[config.mk]
export PLATFORM = sky130hd
export DESIGN_NAME = decode_stage_p
export DESIGN_NICKNAME = d
export VERILOG_FILES = /design/src/rtl/decode_stage_p.sv
export SDC_FILE = /design/constraint.sdc
export NUM_CORES = 1
export LEC_CHECK = 0
export BUFFER_PORTS_ARGS = -buffer_cell sky130_fd_sc_hd__clkbuf_2
export CORE_MARGIN = 4
export CORE_UTILIZATION = 53
export DETAILED_ROUTE_END_ITERATION = 10
export PLACE_DENSITY = 0.74
export RECOVER_POWER = 100
export SLEW_MARGIN = 20
export SYNTH_ARGS = -nofsm -noshare
export SYNTH_HDL_FRONTEND = slang
export SYNTH_SLANG_ARGS = --single-unit
export TNS_END_PERCENT = 50
[constraint.sdc]
create_clock -name clk -period 1.6 [get_ports clk]
set_input_delay 0 -clock clk [delete_from_list [all_inputs] [get_ports clk]]
set_output_delay 0 -clock clk [all_outputs]
set_load 0.01 [all_outputs]
[src/rtl/decode_stage_p.sv]
// decode_stage_p: register file, instruction decode and ID/EX register
// with write-through bypass, load-use interlock and stall/flush handling.
module decode_stage_p #(
    parameter int DATA_W = 16,
    parameter int REG_CNT = 8,
    parameter int INSTR_W = 32,
    parameter int CTRL_W = 11,
    localparam int ADDR_W = $clog2(REG_CNT)
) (
    input  logic               clk,
    input  logic               rst,
    input  logic               in_valid,
    input  logic [INSTR_W-1:0] instr,
    input  logic               stall_in,
    input  logic               flush,
    input  logic               wb_we,
    input  logic [ADDR_W-1:0]  wb_addr,
    input  logic [DATA_W-1:0]  wb_data,
    output logic               hazard_stall,
    output logic               ex_valid,
    output logic [CTRL_W-1:0]  ex_ctrl,
    output logic [DATA_W-1:0]  ex_rd1,
    output logic [DATA_W-1:0]  ex_rd2,
    output logic [DATA_W-1:0]  ex_imm,
    output logic [ADDR_W-1:0]  ex_rs1,
    output logic [ADDR_W-1:0]  ex_rs2,
    output logic [ADDR_W-1:0]  ex_rd
);
    logic [DATA_W-1:0] regs [REG_CNT];
    logic [2:0]        opc;
    logic [ADDR_W-1:0] rs1, rs2, rd;
    logic              sub, useRs1, useRs2, unusedBits;
    logic [CTRL_W-1:0] ctrl;
    logic [DATA_W-1:0] rd1, rd2, imm;

    assign opc = instr[15:13];
    assign rs1 = instr[12 -: ADDR_W];
    assign rs2 = instr[12-ADDR_W -: ADDR_W];
    assign rd = instr[12-2*ADDR_W -: ADDR_W];
    assign sub = instr[0];
    assign unusedBits = ^instr;
    assign imm = DATA_W'($signed(instr[31:16]));

    always_comb begin
        ctrl = '0;
        case (opc)
            3'b001: ctrl = 11'h041;
            3'b010: ctrl = 11'h043;
            3'b011: ctrl = 11'h05A;
            3'b100: ctrl = 11'h006;
            3'b101: ctrl = 11'h020;
            3'b110: ctrl = sub ? 11'h100 : 11'h0C0;
            3'b111: ctrl = sub ? 11'h258 : 11'h604;
            default: ctrl = '0;
        endcase
    end

    // NOP, IN and POP are the only encodings that ignore rs1
    assign useRs1 = (opc != 3'b000) && !(opc == 3'b110 && !sub) && !(opc == 3'b111 && sub);
    assign useRs2 = (opc == 3'b001) || (opc == 3'b100);

    assign rd1 = (wb_we && wb_addr == rs1) ? wb_data : regs[rs1];
    assign rd2 = (wb_we && wb_addr == rs2) ? wb_data : regs[rs2];

    assign hazard_stall = in_valid && ex_valid && ex_ctrl[3] && ex_ctrl[6] &&
                          ((useRs1 && rs1 == ex_rd) || (useRs2 && rs2 == ex_rd));

    always_ff @(posedge clk) begin
        if (rst) begin
            for (int i = 0; i < REG_CNT; i++) regs[i] <= '0;
        end else if (wb_we) begin
            regs[wb_addr] <= wb_data;
        end
    end

    // a hazard bubble is suppressed by stall_in so the held entry survives
    always_ff @(posedge clk) begin
        if (rst || flush || (!stall_in && hazard_stall)) begin
            ex_valid <= 1'b0;
            ex_ctrl <= '0;
            ex_rd1 <= '0;
            ex_rd2 <= '0;
            ex_imm <= '0;
            ex_rs1 <= '0;
            ex_rs2 <= '0;
            ex_rd <= '0;
        end else if (!stall_in) begin
            ex_valid <= in_valid;
            ex_ctrl <= in_valid ? ctrl : '0;
            ex_rd1 <= rd1;
            ex_rd2 <= rd2;
            ex_imm <= imm;
            ex_rs1 <= rs1;
            ex_rs2 <= rs2;
            ex_rd <= rd;
        end
    end
endmodule
==> results of run 1 <==
[layout by cell type, fill, tap and decap left out, types with 26 or more instances in the layout]
cell and n:
buf_4 34, clkbuf_1 69, dlygate4sd3_1 40, mux2i_1 26, and2_0 49, nor2_1 49, a222oi_1 29, clkbuf_2 62
mux4_1 49, mux2_2 32, and2_1 80, dfxtp_1 65, edfxtp_1 128
[tightest hold or removal path, delay by kind of cell]
family | cells | cell delay (ps)
compound gates | 1 | 120
simple gates | 1 | 90
buf+inv | 1 | 200
[flip-flops by register name, indices dropped and copies added (netlist names)]
| register | flops |
|---|---|
| ex_rd | 3 |
| ex_valid | 1 |
| ex_rd2 | 16 |
| regs | 128 |
| ex_rs1 | 3 |
| ex_imm | 16 |
| ex_rs2 | 3 |
| ex_rd1 | 16 |
| ex_ctrl | 10 |
[metrics by stage]
stage               hold WS [ps]  area, um^2   util
floorplan                    144        9710      -
global placement             237       10900  0.605
detailed placement           249       10900  0.605
CTS                        0.542       12000  0.666
global route                41.3       12000  0.667
finish                      27.0       12000  0.667
[path summary, 6_finish.rpt]
path                       end  slack (ps)  cells after the start
hold / removal       ex_rd2[9]          30                      3
setup / recovery  hazard_stall        -200                      6
hold reg to reg     ex_ctrl[5]         470                      2
setup reg to reg    ex_rd2[11]        -190                      8
[power by group]
| part | leakage [nW] | internal, mW | switching (mW) |
|---|---|---|---|
| Clock | 0.264 | 2.16 | 1.94 |
| Combinational | 2.49 | 0.803 | 0.762 |
| Sequential | 1.78 | 5.65 | 0.152 |
[cells by family (layout without fill, tap and decap cells)]
family,count (synthesis),count (layout),share of synthesized area
muxes,122,122,0.237
and+or+nand+nor,242,242,0.134
AOI/OAI and AO/OA,52,52,0.0452
buffers and inverters,58,264,0.0335
xor gates and xnor gates,15,15,0.0135
DFF,196,196,0.536
[timing repair]
item                       in CTS  in global routing
gates cloned                    2                  5
hold buffers                   40                  0
pin swaps                      19                 28
setup buffers                   4                  1
hold endpoints to repair      149                  0
setup endpoints to repair      65                 65
resized for setup              14                 51
[layer usage]
layer / global-route usage / vias to the layer above / wire (um)
met5: 0 / - / 0
met4: 0.103 / 0 / 1030
met3: 0.0479 / 87 / 2780
met2: 0.455 / 443 / 13600
met1: 0.328 / 3483 / 10300
li1: - / 3021 / -
[area by class of cell]
type | instances | area (um^2)
Inverter | 2 | 7.51
Multi-Input combinational cell | 431 | 4240
Clock buffer | 17 | 425
Sequential cell | 196 | 5210
Timing Repair Buffer | 230 | 1680
Tap cell | 229 | 287
Clock inverter | 15 | 133
Fill cell | 1266 | 5980
==> results by group, run 1 <==
Status
  – Status: complete, but fails checks
  – Failing checks: negative setup slack

Yosys
  – Sequential fraction of the synthesis area: 0.536
  – Mapped Area: between 0.009 and 0.01 mm^2
  – Cell taking the most area after synthesis: edfxtp_1
  – Async set-or-reset flop fraction in the synthesized netlist: 0
  – #FFs+latches synth: 196
  – Post-synth net total: 742
  – Number of synthesized flops with an enable pin: between 100 and 150
  – Yosys top cell area share: 0.396
  – Yosys Warn Count: 0
  – Yosys cell types: 34
  – Top cells by area, synth: edfxtp_1 (40%), mux4_1 (17%), dfxtp_1 (14%)
  – Syn_area_per_cell: 14.2 um^2
  – Synth cell count leaders: and2_1 (129), edfxtp_1 (128), nor2_1 (73), dfxtp_1 (68), mux4_1 (64)
  – Commonest register cell after synthesis: edfxtp_1
  – Mapped Cells: 685
  – Count leader, synth: and2_1

Critical path
  – Arrival @ worst endpoint: 1800 ps
  – Startpoint Class: flip-flop
  – CP max stage cell: dfxtp_2
  – Crit Path Max Fanout: 4
  – CP max stage delay: 330 ps
  – Worst R2R Start: ex_rd[2]
  – Critical Path RT: 1600 ps
  – CP Class: flip-flop to primary output
  – Crit-path cells: xor2_1 > a311oi_2 > a22oi_2 > nor2_2 > and2_1 > buf_2
  – Worst path top cell family by delay: compound AO/OA/AOI/OAI gates
  – Critical Path End Type: primary output
  – WP buf/inv: 1
  – Worst Setup SP: ex_rd[2]

Timing
  – Setup violators final: 66
  – Hold Vio Cnt, Final: 0
  – Final min period: approximately 1800 ps
  – Rel. slew slack: 0.359
  – Setup_tns: -9950 ps
  – Slew of the pin with the lowest slew margin: a little under 1000 ps
  – Worst setup margin: -196 ps
  – FMAX: ~560 MHz
  – Slew Limit Fails: 0
  – Setup Skew: 7.60 ps
  – RSZ-0062 raised after global routing: true
  – Period utilisation layout: 1.12

Clock network
  – H-tree levels: 4
  – Root Driver: clkbuf_16
  – Clock tree from TritonCTS: built
  – Cts bufs inserted: 17
  – Worst-skew pair later-pin latency: approximately 430 ps
  – CTS sink cnt: approximately 200
  – CTS clk-pin slew, worst paths: approximately 70 ps
  – Clock buffer depth: 2

Job
  – Max cap viols: 0

Die
  – I/O pin cnt: 127
  – Die width: 143 um
  – Die area: between 0.02 and 0.025 mm^2
  – Core area: 0.0180 mm^2
  – Starting density of the core: 0.540
  – Chip height: 143 um
  – Std-Cell Rows: between 40 and 50

Min path
  – Hold path startpoint: wb_data[9]
  – Worst min path class: input port to flip-flop

Global route
  – Vias in the first global route: 7021
  – Largest net degree at the start of global routing: 35
  – GRT Total Usage: 0.262
  – GR Overflow Total: 0
  – Initial antenna violation count: 0
  – Global-route wire length before repair: 39900 um

Drt
  – Vias: 7034
  – Pre-antenna DRT Iters: 8
  – 1st-iter DRT viols: 782
  – Post-route ant nets: 0
  – Final WL: 27700 um
  – Vias per inst: 6.28
  – Wire per inst: 24.7 um
  – DRC violations left: 0

Place
  – Final HPWL DP: 17000 um
  – Port bufs: roughly 120
  – Post-place setup slack: -89.8 ps
  – Placed Cells: between 1k and 1.5k
  – Placer Congestion: between 0.8 and 0.9

Finish
  – Area Overhead vs Synth: 23.5%
  – N_diodes: 0
  – Share of cells above drive strength 1: 0.270
  – Final Non-Filler Cells: roughly 1.1k
  – Final nets: slightly above 900

Power
  – Worst ir drop on vdd: 0.867 mV
  – Leakage: 4.54 nW
  – Power density over the cells: 957 mW/mm^2
  – Final Power: about 11 mW
No activity file was read; power rests on OpenSTA's default activity.
==> run 2, diff against run 1 <==
--- a/config.mk
+++ b/config.mk
@@ -11,6 +11,7 @@
 export DETAILED_ROUTE_END_ITERATION = 10
 export PLACE_DENSITY = 0.74
 export RECOVER_POWER = 100
+export REMOVE_ABC_BUFFERS = 1
 export SLEW_MARGIN = 20
 export SYNTH_ARGS = -nofsm -noshare
 export SYNTH_HDL_FRONTEND = slang
==> run 2 against run 1 <==
Final area down 2.4%; combinational power shrank 7%; sequential share of layout area is 1.0 points higher; register-to-register slack improved by 120 ps; worst hold slack better by 19 ps; die area unchanged; sequential cell count stayed put; wire length decreased by 2.0%; critical path type is now flip-flop to flip-flop; the flow still finishes with violations (negative setup slack).
==> results by group, run 2 (synthesis results as in run 1) <==
Status
  – Status: complete, but fails checks
  – Failing checks: negative setup slack

Timing
  – Rel. slew slack: 0.378 (+0.0189)
  – RSZ-0062 raised after global routing: true
  – Setup Skew: 8.78 ps (+1.17 ps)
  – Final min period: 1670 ps (-124 ps)
  – Final Hold Slack: 46.0 ps (+19.0 ps)
  – Slew of the pin with the lowest slew margin: 933 ps (-28.3 ps)
  – Setup violators final: 66 (unchanged)
  – FMAX: 598 MHz (+7.4%)
  – Period utilisation layout: 1.04 (-0.0773)
  – Worst setup margin: -72.0 ps (+124 ps)
  – Hold Vio Cnt, Final: 0 (unchanged)
  – Slew Limit Fails: 0 (unchanged)

Global route
  – Vias in the first global route: 7153 (+1.9%)
  – Global-route wire length before repair: 40700 um (+2.0%)
  – Largest net degree at the start of global routing: 34 (-2.9%)
  – Initial antenna violation count: 0 (unchanged)
  – GR Overflow Total: 0 (unchanged)
  – GRT Total Usage: 0.267 (+0.00491)

Clock network
  – CTS clk-pin slew, worst paths: 70 ps (about the same)
  – Cts bufs inserted: 17 (unchanged)
  – Root Driver: clkbuf_16
  – Clock buffer depth: 2 (unchanged)
  – Clock tree from TritonCTS: built
  – H-tree levels: 4 (unchanged)
  – CTS sink cnt: 196 (unchanged)
  – Worst-skew pair later-pin latency: 430 ps (about the same)

Drt
  – Vias: 6934 (-1.4%)
  – Final WL: 27100 um (-2.0%)
  – Pre-antenna DRT Iters: 6 (-2)
  – DRC violations left: 0 (unchanged)
  – 1st-iter DRT viols: 642 (-18%)
  – Wire per inst: 24.3 um (-1.6%)
  – Vias per inst: 6.22 (-0.98%)
  – Post-route ant nets: 0 (unchanged)

Place
  – Port bufs: 123 (unchanged)
  – Placed Cells: 1038 (+0.19%)
  – Final HPWL DP: 17600 um (+3.6%)
  – Placed cell area: 0.0109 mm^2 (+0.60%)
  – Placer Congestion: 0.852 (+1.2%)

Die
  – I/O pin cnt: 127 (unchanged)
  – Die area: 0.0205 mm^2 (unchanged)
  – Std-Cell Rows: 49 (unchanged)
  – Core area: 0.0180 mm^2 (unchanged)
  – Die width: 143 um (unchanged)
  – Chip height: 143 um (unchanged)
  – Starting density of the core: 0.540 (unchanged)

Finish
  – N_diodes: 0 (unchanged)
  – Area Overhead vs Synth: 20.5%
  – Most frequent cells in the layout: edfxtp_1 (128), clkbuf_1 (85), and2_1 (77)
  – Max reg flops: 128 (unchanged)
  – Final instance area: 0.0117 mm^2 (-2.4%)
  – Share of cells above drive strength 1: 0.214 (-0.0560)
  – Final nets: 930 (-0.53%)
  – Final Non-Filler Cells: 1115 (-0.45%)
  – Commonest non-fill, non-tap cell in the layout: edfxtp_1
  – Fillers: 1312 (+3.6%)
  – Biggest register: regs

Critical path
  – Setup slack, reg-to-reg: -70 ps (+120 ps)
  – Arrival @ worst endpoint: 1980 ps (+180 ps)
  – Worst R2R Path Depth: 4 (-4)
  – Worst Setup SP: regs[0][8]
  – Critical Path End: ex_rd1[8]
  – Startpoint Class: flip-flop
  – Crit Reg-Reg Endpoint: ex_rd1[8]
  – Critical Path End Type: flip-flop
  – CP Class: flip-flop to flip-flop
  – Worst R2R Start: regs[0][8]
  – Crit Path Max Fanout: 2 (-2)
  – Critical Path RT: 1910 ps (+310 ps)

Power
  – Power density over the cells: 982 mW/mm^2 (+2.6%)
  – Leakage: 4.44 nW (-2.1%)
  – Worst ir drop on vdd: 0.748 mV (-14%)

Min path
  – Worst min path class: input port to flip-flop
  – Hold path cells: 4 (+1)

Job
  – Max cap viols: 0 (unchanged)
## run 2: cell types whose count changed in the layout (fill, tap and decap cells not counted), sizes merged
cell / before / now
buf: 55 / 38
clkbuf: 152 / 169
clkinv: 8 / 7
clkinvlp: 3 / 1
inv: 5 / 3
## run 2: through the flow
step / power (mW) / util / setup TNS (ps) / worst slack [ps]
detailed placement: 7.32 / 0.609 / -1990 / -122
global route: 11.9 / 0.651 / -6460 / -137
floorplan: 6.57 / - / -114320 / -1730
finish: 11.5 / 0.651 / -2110 / -72.0
CTS: 11.6 / 0.666 / -3560 / -117
global placement: 7.23 / 0.609 / -515 / -84.7
## run 2: final cells by class
type / count / area [um^2] / area share
Clock buffer: 22 / 497 / 0.0425
Clock inverter: 10 / 95.1 / 0.00813
Inverter: 2 / 7.51 / 0.000642
Multi-Input combinational cell: 431 / 4170 / 0.357
Sequential cell: 196 / 5210 / 0.445
Tap cell: 229 / 287 / 0.0245
Timing Repair Buffer: 225 / 1430 / 0.122
## run 2: what timing repair did
action | in CTS | in global routing
gates resized for setup | 10 | 10
endpoints found under the hold margin | 175 | 0
pin swaps | 27 | 14
hold buffers | 40 | 0
setup buffers | 4 | 1
setup endpoints to repair | 48 | 66
## run 2: power breakdown
part | total (mW) | switching [mW] | internal [mW]
sequential | 5.80 | 0.144 | 5.66
combinational | 1.46 | 0.729 | 0.730
clock | 4.23 | 1.85 | 2.38
total | 11.5 | 2.72 | 8.77
## run 2: worst min path at each step
| stage | start | endpoint | slack (ps) |
|---|---|---|---|
| 3_5_place_dp | instr[23] | ex_imm[7] | 240 |
| 3_3_place_gp | instr[25] | ex_imm[9] | 240 |
| 4_1_cts | instr[15] | ex_ctrl[0] | 0.9 |
| 2_1_floorplan | stall_in | ex_valid | 130 |
| 5_1_grt | instr[14] | ex_ctrl[5] | 70 |
| 6_report | instr[15] | ex_ctrl[0] | 50 |
## run 2: metal layers
layer,wire length (um),GRT usage,up-vias
li1,-,-,3023
met1,10400,0.336,3459
met2,13400,0.452,391
met3,2650,0.0666,61
met4,738,0.0986,0
met5,0,0,-
## run 2: critical path: stages (launching register included)
cell and delay, ps:
edfxtp_1 410, mux4_2 480, mux2_2 270, a222oi_1 300, nor2_1 90
